`src/rtl/axi_lb_pkg.sv`:
```
// Shared types and helpers for the AXI4-Lite to local-bus bridge.
// FSM encoding, AXI response codes and the word-alignment helper.
package axi_lb_pkg;

    typedef enum logic [1:0] {
        ST_IDLE    = 2'd0,
        ST_LB_WAIT = 2'd1,
        ST_RESP    = 2'd2
    } lb_state_t;

    localparam logic [1:0] RESP_OKAY   = 2'b00;
    localparam logic [1:0] RESP_SLVERR = 2'b10;

    // Clears the byte-offset bits below the data-word size (dw in bits).
    function automatic logic [63:0] word_align(input logic [63:0] addr, input int dw);
        logic [63:0] mask;
        mask = 64'(dw / 8) - 64'd1;
        return addr & ~mask;
    endfunction

endpackage

```
`src/rtl/axi4_lite_if.sv`:
```
// AXI4-Lite bundle with slave (s) and master (m) views.
interface axi4_lite_if #(
    parameter int AW = 32,
    parameter int DW = 64
);
    logic            awvalid;
    logic            awready;
    logic [AW-1:0]   awaddr;
    logic [2:0]      awprot;
    logic            wvalid;
    logic            wready;
    logic [DW-1:0]   wdata;
    logic [DW/8-1:0] wstrb;
    logic            bvalid;
    logic            bready;
    logic [1:0]      bresp;
    logic            arvalid;
    logic            arready;
    logic [AW-1:0]   araddr;
    logic [2:0]      arprot;
    logic            rvalid;
    logic            rready;
    logic [DW-1:0]   rdata;
    logic [1:0]      rresp;

    modport s (
        input  awvalid, awaddr, awprot, wvalid, wdata, wstrb, bready,
               arvalid, araddr, arprot, rready,
        output awready, wready, bvalid, bresp, arready, rvalid, rdata, rresp
    );

    modport m (
        output awvalid, awaddr, awprot, wvalid, wdata, wstrb, bready,
               arvalid, araddr, arprot, rready,
        input  awready, wready, bvalid, bresp, arready, rvalid, rdata, rresp
    );
endinterface

```
`src/rtl/axi_lb_timeout.sv`:
```
// Access watchdog: load restarts at 1 (the first wait cycle), en counts up,
// expired flags the cycle in which TIMEOUT wait cycles have elapsed.
module axi_lb_timeout #(
    parameter int TIMEOUT = 255
) (
    input  logic clk,
    input  logic rst,
    input  logic load,
    input  logic en,
    output logic expired
);
    localparam int CW = $clog2(TIMEOUT + 1);

    logic [CW-1:0] count_q, count_d;

    always_comb begin
        count_d = count_q;
        if (load) begin
            count_d = CW'(1);
        end else if (en) begin
            count_d = count_q + CW'(1);
        end
    end

    always_ff @(posedge clk or posedge rst) begin
        if (rst) begin
            count_q <= '0;
        end else begin
            count_q <= count_d;
        end
    end

    assign expired = en && (count_q == CW'(TIMEOUT));

endmodule

```
`src/rtl/axi4_lite_lb_bridge.sv`:
```
// AXI4-Lite slave to single-master local register bus bridge.
// One write and one read may be held; a single local access is in flight at a time.
module axi4_lite_lb_bridge
    import axi_lb_pkg::*;
#(
    parameter int AW      = 32,
    parameter int DW      = 64,
    parameter int TIMEOUT = 255
) (
    input  logic            clk,
    input  logic            rst,
    axi4_lite_if.s          bus,
    output logic            lb_req,
    output logic            lb_we,
    output logic [AW-1:0]   lb_addr,
    output logic [DW-1:0]   lb_wdata,
    output logic [DW/8-1:0] lb_wstrb,
    input  logic            lb_ack,
    input  logic            lb_err,
    input  logic [DW-1:0]   lb_rdata
);
    localparam int SW = DW / 8;

    lb_state_t       state_q, state_d;
    logic            rdy_en_q, rdy_en_d;
    logic            aw_full_q, aw_full_d;
    logic            w_full_q, w_full_d;
    logic            ar_full_q, ar_full_d;
    logic [AW-1:0]   aw_addr_q, aw_addr_d;
    logic [AW-1:0]   ar_addr_q, ar_addr_d;
    logic [DW-1:0]   w_data_q, w_data_d;
    logic [SW-1:0]   w_strb_q, w_strb_d;
    logic            last_wr_q, last_wr_d;
    logic            lb_req_q, lb_req_d;
    logic            lb_we_q, lb_we_d;
    logic [AW-1:0]   lb_addr_q, lb_addr_d;
    logic [DW-1:0]   lb_wdata_q, lb_wdata_d;
    logic [SW-1:0]   lb_wstrb_q, lb_wstrb_d;
    logic            bvalid_q, bvalid_d;
    logic [1:0]      bresp_q, bresp_d;
    logic            rvalid_q, rvalid_d;
    logic [1:0]      rresp_q, rresp_d;
    logic [DW-1:0]   rdata_q, rdata_d;

    logic            aw_hs, w_hs, ar_hs;
    logic            wr_pend, rd_pend, grant_wr;
    logic            tmr_load, tmr_en, tmr_expired;
    logic            acc_done;
    logic [1:0]      acc_resp;
    logic [DW-1:0]   acc_rdata;
    logic [AW-1:0]   sel_addr;

    // Protection attributes carry no meaning on the local bus.
    logic unused_prot;
    assign unused_prot = ^{bus.awprot, bus.arprot};

    assign bus.awready = rdy_en_q && !aw_full_q;
    assign bus.wready  = rdy_en_q && !w_full_q;
    assign bus.arready = rdy_en_q && !ar_full_q;
    assign bus.bvalid  = bvalid_q;
    assign bus.bresp   = bresp_q;
    assign bus.rvalid  = rvalid_q;
    assign bus.rresp   = rresp_q;
    assign bus.rdata   = rdata_q;

    assign lb_req   = lb_req_q;
    assign lb_we    = lb_we_q;
    assign lb_addr  = lb_addr_q;
    assign lb_wdata = lb_wdata_q;
    assign lb_wstrb = lb_wstrb_q;

    assign aw_hs   = bus.awvalid && bus.awready;
    assign w_hs    = bus.wvalid && bus.wready;
    assign ar_hs   = bus.arvalid && bus.arready;
    assign wr_pend = aw_full_q && w_full_q;
    assign rd_pend = ar_full_q;

    // last_wr only moves on contested grants, so simultaneous pairs alternate starting with read.
    assign grant_wr = wr_pend && (!rd_pend || !last_wr_q);
    assign sel_addr = grant_wr ? aw_addr_q : ar_addr_q;

    axi_lb_timeout #(.TIMEOUT(TIMEOUT)) u_timeout (
        .clk     (clk),
        .rst     (rst),
        .load    (tmr_load),
        .en      (tmr_en),
        .expired (tmr_expired)
    );

    always_comb begin
        state_d    = state_q;
        rdy_en_d   = 1'b1;
        aw_full_d  = aw_full_q;
        w_full_d   = w_full_q;
        ar_full_d  = ar_full_q;
        aw_addr_d  = aw_addr_q;
        ar_addr_d  = ar_addr_q;
        w_data_d   = w_data_q;
        w_strb_d   = w_strb_q;
        last_wr_d  = last_wr_q;
        lb_req_d   = lb_req_q;
        lb_we_d    = lb_we_q;
        lb_addr_d  = lb_addr_q;
        lb_wdata_d = lb_wdata_q;
        lb_wstrb_d = lb_wstrb_q;
        bvalid_d   = bvalid_q;
        bresp_d    = bresp_q;
        rvalid_d   = rvalid_q;
        rresp_d    = rresp_q;
        rdata_d    = rdata_q;
        tmr_load   = 1'b0;
        tmr_en     = 1'b0;
        acc_done   = 1'b0;
        acc_resp   = RESP_SLVERR;
        acc_rdata  = '0;

        if (aw_hs) begin
            aw_full_d = 1'b1;
            aw_addr_d = bus.awaddr;
        end
        if (w_hs) begin
            w_full_d = 1'b1;
            w_data_d = bus.wdata;
            w_strb_d = bus.wstrb;
        end
        if (ar_hs) begin
            ar_full_d = 1'b1;
            ar_addr_d = bus.araddr;
        end

        case (state_q)
            ST_IDLE: begin
                if (wr_pend || rd_pend) begin
                    if (wr_pend && rd_pend) begin
                        last_wr_d = grant_wr;
                    end
                    lb_req_d   = 1'b1;
                    lb_we_d    = grant_wr;
                    lb_addr_d  = AW'(word_align(64'(sel_addr), DW));
                    lb_wdata_d = grant_wr ? w_data_q : '0;
                    lb_wstrb_d = grant_wr ? w_strb_q : '0;
                    tmr_load   = 1'b1;
                    state_d    = ST_LB_WAIT;
                end
            end
            ST_LB_WAIT: begin
                tmr_en = 1'b1;
                // An ack in the expiry cycle still completes the access normally.
                if (lb_req_q && lb_ack) begin
                    acc_done  = 1'b1;
                    acc_resp  = lb_err ? RESP_SLVERR : RESP_OKAY;
                    acc_rdata = lb_rdata;
                end else if (tmr_expired) begin
                    acc_done  = 1'b1;
                end
                if (acc_done) begin
                    lb_req_d = 1'b0;
                    state_d  = ST_RESP;
                    if (lb_we_q) begin
                        bvalid_d = 1'b1;
                        bresp_d  = acc_resp;
                    end else begin
                        rvalid_d = 1'b1;
                        rresp_d  = acc_resp;
                        rdata_d  = acc_rdata;
                    end
                end
            end
            ST_RESP: begin
                if (lb_we_q) begin
                    if (bus.bready) begin
                        bvalid_d  = 1'b0;
                        aw_full_d = 1'b0;
                        w_full_d  = 1'b0;
                        state_d   = ST_IDLE;
                    end
                end else if (bus.rready) begin
                    rvalid_d  = 1'b0;
                    ar_full_d = 1'b0;
                    state_d   = ST_IDLE;
                end
            end
            default: state_d = ST_IDLE;
        endcase
    end

    always_ff @(posedge clk or posedge rst) begin
        if (rst) begin
            state_q    <= ST_IDLE;
            rdy_en_q   <= 1'b0;
            aw_full_q  <= 1'b0;
            w_full_q   <= 1'b0;
            ar_full_q  <= 1'b0;
            aw_addr_q  <= '0;
            ar_addr_q  <= '0;
            w_data_q   <= '0;
            w_strb_q   <= '0;
            last_wr_q  <= 1'b1;
            lb_req_q   <= 1'b0;
            lb_we_q    <= 1'b0;
            lb_addr_q  <= '0;
            lb_wdata_q <= '0;
            lb_wstrb_q <= '0;
            bvalid_q   <= 1'b0;
            bresp_q    <= RESP_OKAY;
            rvalid_q   <= 1'b0;
            rresp_q    <= RESP_OKAY;
            rdata_q    <= '0;
        end else begin
            state_q    <= state_d;
            rdy_en_q   <= rdy_en_d;
            aw_full_q  <= aw_full_d;
            w_full_q   <= w_full_d;
            ar_full_q  <= ar_full_d;
            aw_addr_q  <= aw_addr_d;
            ar_addr_q  <= ar_addr_d;
            w_data_q   <= w_data_d;
            w_strb_q   <= w_strb_d;
            last_wr_q  <= last_wr_d;
            lb_req_q   <= lb_req_d;
            lb_we_q    <= lb_we_d;
            lb_addr_q  <= lb_addr_d;
            lb_wdata_q <= lb_wdata_d;
            lb_wstrb_q <= lb_wstrb_d;
            bvalid_q   <= bvalid_d;
            bresp_q    <= bresp_d;
            rvalid_q   <= rvalid_d;
            rresp_q    <= rresp_d;
            rdata_q    <= rdata_d;
        end
    end

endmodule

```
`src/flat_wrapper.sv`:
```
// flat-port wrapper written by rule: the top's interface ports become plain ports
module axi4_lite_lb_bridge_flat import axi_lb_pkg::*;
#(
    parameter int AW      = 32,
    parameter int DW      = 64,
    parameter int TIMEOUT = 255
)
  (clk, rst, lb_req, lb_we, lb_addr, lb_wdata, lb_wstrb, lb_ack, lb_err, lb_rdata, bus_awvalid, bus_awaddr, bus_awprot, bus_wvalid, bus_wdata, bus_wstrb, bus_bready, bus_arvalid, bus_araddr, bus_arprot, bus_rready, bus_awready, bus_wready, bus_bvalid, bus_bresp, bus_arready, bus_rvalid, bus_rdata, bus_rresp);
  axi4_lite_if #(.AW(AW), .DW(DW)) bus_i ();
  input  logic clk;
  input  logic rst;
  output logic lb_req;
  output logic lb_we;
  output logic [AW-1:0] lb_addr;
  output logic [DW-1:0] lb_wdata;
  output logic [DW/8-1:0] lb_wstrb;
  input  logic lb_ack;
  input  logic lb_err;
  input  logic [DW-1:0] lb_rdata;
  input wire logic [$bits(bus_i.awvalid)-1:0] bus_awvalid;
  input wire logic [$bits(bus_i.awaddr)-1:0] bus_awaddr;
  input wire logic [$bits(bus_i.awprot)-1:0] bus_awprot;
  input wire logic [$bits(bus_i.wvalid)-1:0] bus_wvalid;
  input wire logic [$bits(bus_i.wdata)-1:0] bus_wdata;
  input wire logic [$bits(bus_i.wstrb)-1:0] bus_wstrb;
  input wire logic [$bits(bus_i.bready)-1:0] bus_bready;
  input wire logic [$bits(bus_i.arvalid)-1:0] bus_arvalid;
  input wire logic [$bits(bus_i.araddr)-1:0] bus_araddr;
  input wire logic [$bits(bus_i.arprot)-1:0] bus_arprot;
  input wire logic [$bits(bus_i.rready)-1:0] bus_rready;
  output wire logic [$bits(bus_i.awready)-1:0] bus_awready;
  output wire logic [$bits(bus_i.wready)-1:0] bus_wready;
  output wire logic [$bits(bus_i.bvalid)-1:0] bus_bvalid;
  output wire logic [$bits(bus_i.bresp)-1:0] bus_bresp;
  output wire logic [$bits(bus_i.arready)-1:0] bus_arready;
  output wire logic [$bits(bus_i.rvalid)-1:0] bus_rvalid;
  output wire logic [$bits(bus_i.rdata)-1:0] bus_rdata;
  output wire logic [$bits(bus_i.rresp)-1:0] bus_rresp;
  assign bus_i.awvalid = bus_awvalid;
  assign bus_i.awaddr = bus_awaddr;
  assign bus_i.awprot = bus_awprot;
  assign bus_i.wvalid = bus_wvalid;
  assign bus_i.wdata = bus_wdata;
  assign bus_i.wstrb = bus_wstrb;
  assign bus_i.bready = bus_bready;
  assign bus_i.arvalid = bus_arvalid;
  assign bus_i.araddr = bus_araddr;
  assign bus_i.arprot = bus_arprot;
  assign bus_i.rready = bus_rready;
  assign bus_awready = bus_i.awready;
  assign bus_wready = bus_i.wready;
  assign bus_bvalid = bus_i.bvalid;
  assign bus_bresp = bus_i.bresp;
  assign bus_arready = bus_i.arready;
  assign bus_rvalid = bus_i.rvalid;
  assign bus_rdata = bus_i.rdata;
  assign bus_rresp = bus_i.rresp;
  axi4_lite_lb_bridge #(.AW(AW), .DW(DW), .TIMEOUT(TIMEOUT)) u_core (.clk(clk), .rst(rst), .bus(bus_i), .lb_req(lb_req), .lb_we(lb_we), .lb_addr(lb_addr), .lb_wdata(lb_wdata), .lb_wstrb(lb_wstrb), .lb_ack(lb_ack), .lb_err(lb_err), .lb_rdata(lb_rdata));
endmodule
```
`config.mk`:
```
export PLATFORM = sky130hd
export DESIGN_NAME = axi4_lite_lb_bridge_flat
export DESIGN_NICKNAME = d
export VERILOG_FILES = /design/src/rtl/axi_lb_pkg.sv /design/src/rtl/axi4_lite_if.sv /design/src/rtl/axi_lb_timeout.sv /design/src/rtl/axi4_lite_lb_bridge.sv /design/src/flat_wrapper.sv
export SDC_FILE = /design/constraint.sdc
export NUM_CORES = 1
export LEC_CHECK = 0
export BUFFER_PORTS_ARGS = -buffer_cell sky130_fd_sc_hd__buf_2
export CORE_UTILIZATION = 49
export CTS_CLUSTER_SIZE = 14
export DETAILED_ROUTE_END_ITERATION = 16
export GPL_TIMING_DRIVEN = 0
export PLACE_DENSITY = 0.78
export SETUP_SLACK_MARGIN = 0.15
export SLEW_MARGIN = 5
export SYNTH_ARGS = -nofsm -noshare
export SYNTH_HDL_FRONTEND = slang
export SYNTH_SLANG_ARGS = --single-unit
```
`constraint.sdc`:
```
create_clock -name clk -period 31.6 [get_ports clk]
set_input_delay 6.32 -clock clk [delete_from_list [all_inputs] [get_ports clk]]
set_output_delay 6.32 -clock clk [all_outputs]
set_load 0.02 [all_outputs]
```
==> parameters.txt <==
Parameter                              Value

Cells and area
  Total of fill cells in the finished design ... 1809
  Design area ... 15500 um^2
  Filler-free cell count of the finished design ... 1587
  Final core area utilization ... 63.9%
  Net total in the final layout ... 1454
  Area growth from synthesis to final layout ... 28.4%
  Proportion of layout cells with a drive suffix above 1 ... 49.0%

Timing
  Actual transition at the worst max-transition pin ... 634 ps
  Headroom to the max-slew limit ... 57.7%
  Total Negative Setup Slacks ... 0 ps
  Final hold violations ... 0
  Worst-case clock skew ... 19.2 ps
  Tightest hold margin ... 475 ps
  Min cycle time layout ... 7720 ps
  Highest clock frequency the design can meet ... 0.129 GHz
  Max-slew violation count ... 0
  Final Setup Violations ... 0
  RSZ-0062 raised after global routing ... no
  Final worst-path cycle share ... 24.4%

CTS
  TritonCTS clock tree ... built
  CTS Root Buffer Type ... sky130_fd_sc_hd__clkbuf_16
  Number of buffers inserted by hold repair at cts ... 0
  Clock tree sinks ... 316
  Clock Latency Late Sink ... 550 ps
  Clock tree buffer depth ... 3
  Post-CTS Setup Repair Bufs ... 0
  Post-cts repair resize count ... 0
  Number of H-tree levels ... 1
  Clock-pin slew reported for the worst setup and hold paths after clock tree synthesis ... 60 ps
  Number of buffers added by the clock tree synthesis step ... 31

Routing
  Total number of vias ... 8412
  Antenna Nets Post-Route ... 0
  Vias per cell ... 5.30
  Detail-routed net length per standard cell ... 18.9 um
  Number of DRC violations after detailed-routing iteration 0 ... 448
  Total Routed Length ... 29.9 mm
  Length of the first detailed-routing pass in iterations ... 4
  Remaining routing DRC violations ... 0

Synthesis
  Post-synth EDFFs ... 0
  Distinct cell type count after synthesis ... 40
  Dominant cell type by area after synthesis ... sky130_fd_sc_hd__dfrtp_1
  Largest cells by area after synthesis ... sky130_fd_sc_hd__dfrtp_1, sky130_fd_sc_hd__mux2_2, sky130_fd_sc_hd__a22o_1
  Proportion of netlist area held by the largest area contributor ... 65.4%
  Instance count of the mapped netlist ... 820
  Sequential-to-total area share from yosys stat ... 65.6%
  Syn Area/Cell ... 14.7 um^2
  Netlist area before placement ... 12100 um^2
  Async set-or-reset flop fraction in the synthesized netlist ... 100%
  Ys flop type ... sky130_fd_sc_hd__dfrtp_1
  Number of warning messages in the yosys log ... 0
  Flop and latch count out of synthesis ... 316

Power
  Total power per unit cell area ... 109 nW/um^2
  Worst vdd ir ... 0.0584 mV
  LEAKAGE ... 8.04 nW

Critical path
  Largest stage delay on the critical path ... 430 ps
  Startpoint types ... register
  Arrival time at the worst endpoint ... 1400 ps
  Critical-path top delay cell ... sky130_fd_sc_hd__dfrtp_1
  Cell family with the largest share of critical-path delay ... flip-flops
  Crit path buffers/inverters ... 1
  Required arrival time at the worst endpoint ... 25280 ps
  Ordered list of cells on the worst path ... and2b_1 > buf_2
  Worst Setup Path Type ... reg2out
  Minimum setup slack among reg-to-reg paths ... 29560 ps
  Crit path max fanout ... 6
  Type of element capturing the critical path ... output port

Floorplan
  Initial cell density of the core ... 49.7%
  Standard-cell row count ... 57
  CORE AREA ... 24200 um^2
  Die Outline Area ... 25200 um^2
  Height of the die ... 159 um
  Overall die width ... 159 um
  Number of I/O pins ... 394

Global route
  Number of global-route vias before repair ... 8702
  Global Route Usage Sum ... 23.7%
  Global-route wire length before repair ... 47.6 mm
  Total grt overflow ... 0
  Number of antenna violations at the first check in global routing ... 6
  Pin count of the biggest net entering global routing ... 128

Placed design
  Placed instance area ... 14400 um^2
  Number of buffers inserted by port buffering ... 376
  Placer Congestion ... 0.812
  DP HPWL ... 21.0 mm
  Number of placed instances, taps included ... 1526

Flow run
  Max-cap violations ... 0

Worst hold path
  Worst min-delay path category ... reg2reg

Run status
  Status ... finished clean
layer usage:
metal / vias up / track usage (%) / part of all wire (%)
met3: 61 / 4.28 / 5.6
met1: 4211 / 30.6 / 41
met2: 322 / 40.1 / 50
met5: - / 0 / 0.043
met4: 2 / 8.70 / 3.0
li1: 3816 / - / -
metrics by stage:
step | power, W | setup slack, ps
2_1_floorplan | 0.00110 | 16540
3_3_place_gp | 0.00129 | 13390
3_5_place_dp | 0.00131 | 23980
4_1_cts | 0.00169 | 23850
5_1_grt | 0.00177 | 23810
6_report | 0.00168 | 23880
cell usage after synthesis, types with 4 or more instances:
cell,instances
sky130_fd_sc_hd__o21ai_0,33
sky130_fd_sc_hd__buf_6,12
sky130_fd_sc_hd__mux2i_1,32
sky130_fd_sc_hd__nand2_1,40
sky130_fd_sc_hd__clkbuf_1,10
sky130_fd_sc_hd__buf_4,14
sky130_fd_sc_hd__nor2_1,8
sky130_fd_sc_hd__nand3_1,4
sky130_fd_sc_hd__a21oi_1,10
sky130_fd_sc_hd__buf_2,22
sky130_fd_sc_hd__inv_1,6
sky130_fd_sc_hd__a31oi_1,6
sky130_fd_sc_hd__mux2_2,130
sky130_fd_sc_hd__dfrtp_1,315
sky130_fd_sc_hd__ha_1,4
sky130_fd_sc_hd__nand4_1,5
sky130_fd_sc_hd__a22o_1,136
layout by cell type, fill, tap and decap left out, types with 4 or more instances in the layout:
cell type | Yosys | layout
sky130_fd_sc_hd__buf_2 | 22 | 398
sky130_fd_sc_hd__o21ai_0 | 33 | 33
sky130_fd_sc_hd__dfrtp_1 | 315 | 315
sky130_fd_sc_hd__a31oi_1 | 6 | 6
sky130_fd_sc_hd__mux2_2 | 130 | 130
sky130_fd_sc_hd__nand2_1 | 40 | 40
sky130_fd_sc_hd__mux2i_1 | 32 | 32
sky130_fd_sc_hd__nand3_1 | 4 | 4
sky130_fd_sc_hd__diode_2 | 0 | 5
sky130_fd_sc_hd__buf_4 | 14 | 14
sky130_fd_sc_hd__a22o_1 | 136 | 136
sky130_fd_sc_hd__conb_1 | 2 | 6
sky130_fd_sc_hd__clkinv_2 | 0 | 6
sky130_fd_sc_hd__a21oi_1 | 10 | 10
sky130_fd_sc_hd__buf_6 | 12 | 12
sky130_fd_sc_hd__ha_1 | 4 | 4
sky130_fd_sc_hd__clkbuf_16 | 0 | 31
sky130_fd_sc_hd__nand4_1 | 5 | 5
sky130_fd_sc_hd__nor2_1 | 8 | 8
sky130_fd_sc_hd__clkbuf_8 | 0 | 7
sky130_fd_sc_hd__clkbuf_1 | 10 | 14
sky130_fd_sc_hd__inv_1 | 6 | 5
sequential cells by signal, indices dropped and copies added (netlist names), 2 cells and up:
register / cells
u_core.ar_addr_q: 29
u_core.u_timeout.count_q: 8
u_core.lb_addr: 29
u_core.bus.rdata: 64
u_core.state_q: 2
u_core.w_data_q: 64
u_core.aw_addr_q: 29
u_core.lb_wdata: 64
u_core.w_strb_q: 8
u_core.lb_wstrb: 8
power by group:
group / switching (W) / internal, W
Combinational: 0.000355 / 0.000278
Clock: 0.000154 / 0.000221
Sequential: 0.0000938 / 0.000580
logic make-up after synthesis:
| kind of cell | after synthesis | synth area share [%] |
|---|---|---|
| and+or+nand+nor | 70 | 2.70 |
| buffers and inverters | 67 | 3.50 |
| DFF | 316 | 65.6 |
| xor gates and xnor gates | 6 | 0.436 |
| other | 2 | 0.0623 |
| adders and majority gates | 4 | 0.415 |
| AOI/OAI and AO/OA | 193 | 12.5 |
| muxes | 162 | 14.8 |
worst register-to-register path: stages, from the launching register on:
cell and delay [ps]:
sky130_fd_sc_hd__dfrtp_1 400, sky130_fd_sc_hd__inv_1 100, sky130_fd_sc_hd__ha_1 280, sky130_fd_sc_hd__and4_1 220, sky130_fd_sc_hd__buf_2 270, sky130_fd_sc_hd__clkbuf_1 450
sky130_fd_sc_hd__a22o_1 240
worst paths after layout:
kind / start / to / cells past startpoint
setup reg to reg: u_core.state_q[0] / u_core.lb_wdata[39] / 6
setup / recovery: u_core.w_full_q / bus_wready / 2
hold / removal: u_core.lb_addr[10] / u_core.lb_addr[10] / 2
max in group asynchronous: rst / u_core.w_data_q[48] / 3
hold reg to reg: u_core.lb_addr[10] / u_core.lb_addr[10] / 2
min in group asynchronous: rst / u_core.bus.rdata[58] / 2
final cells by class:
class                   instances  area, um^2  share of cell area [%]
plain buffers                  60         395                    2.55
diodes                          5        12.5                  0.0808
clock inverters                14         160                    1.03
multi-input cells             441        3750                    24.2
well taps                     324         405                    2.62
repair buffers                378        1940                    12.5
inverters                       7        33.8                   0.218
flip-flops and latches        316        7910                    51.1
clock buffers                  42         887                    5.73
(Power assumes the default switching activity.)
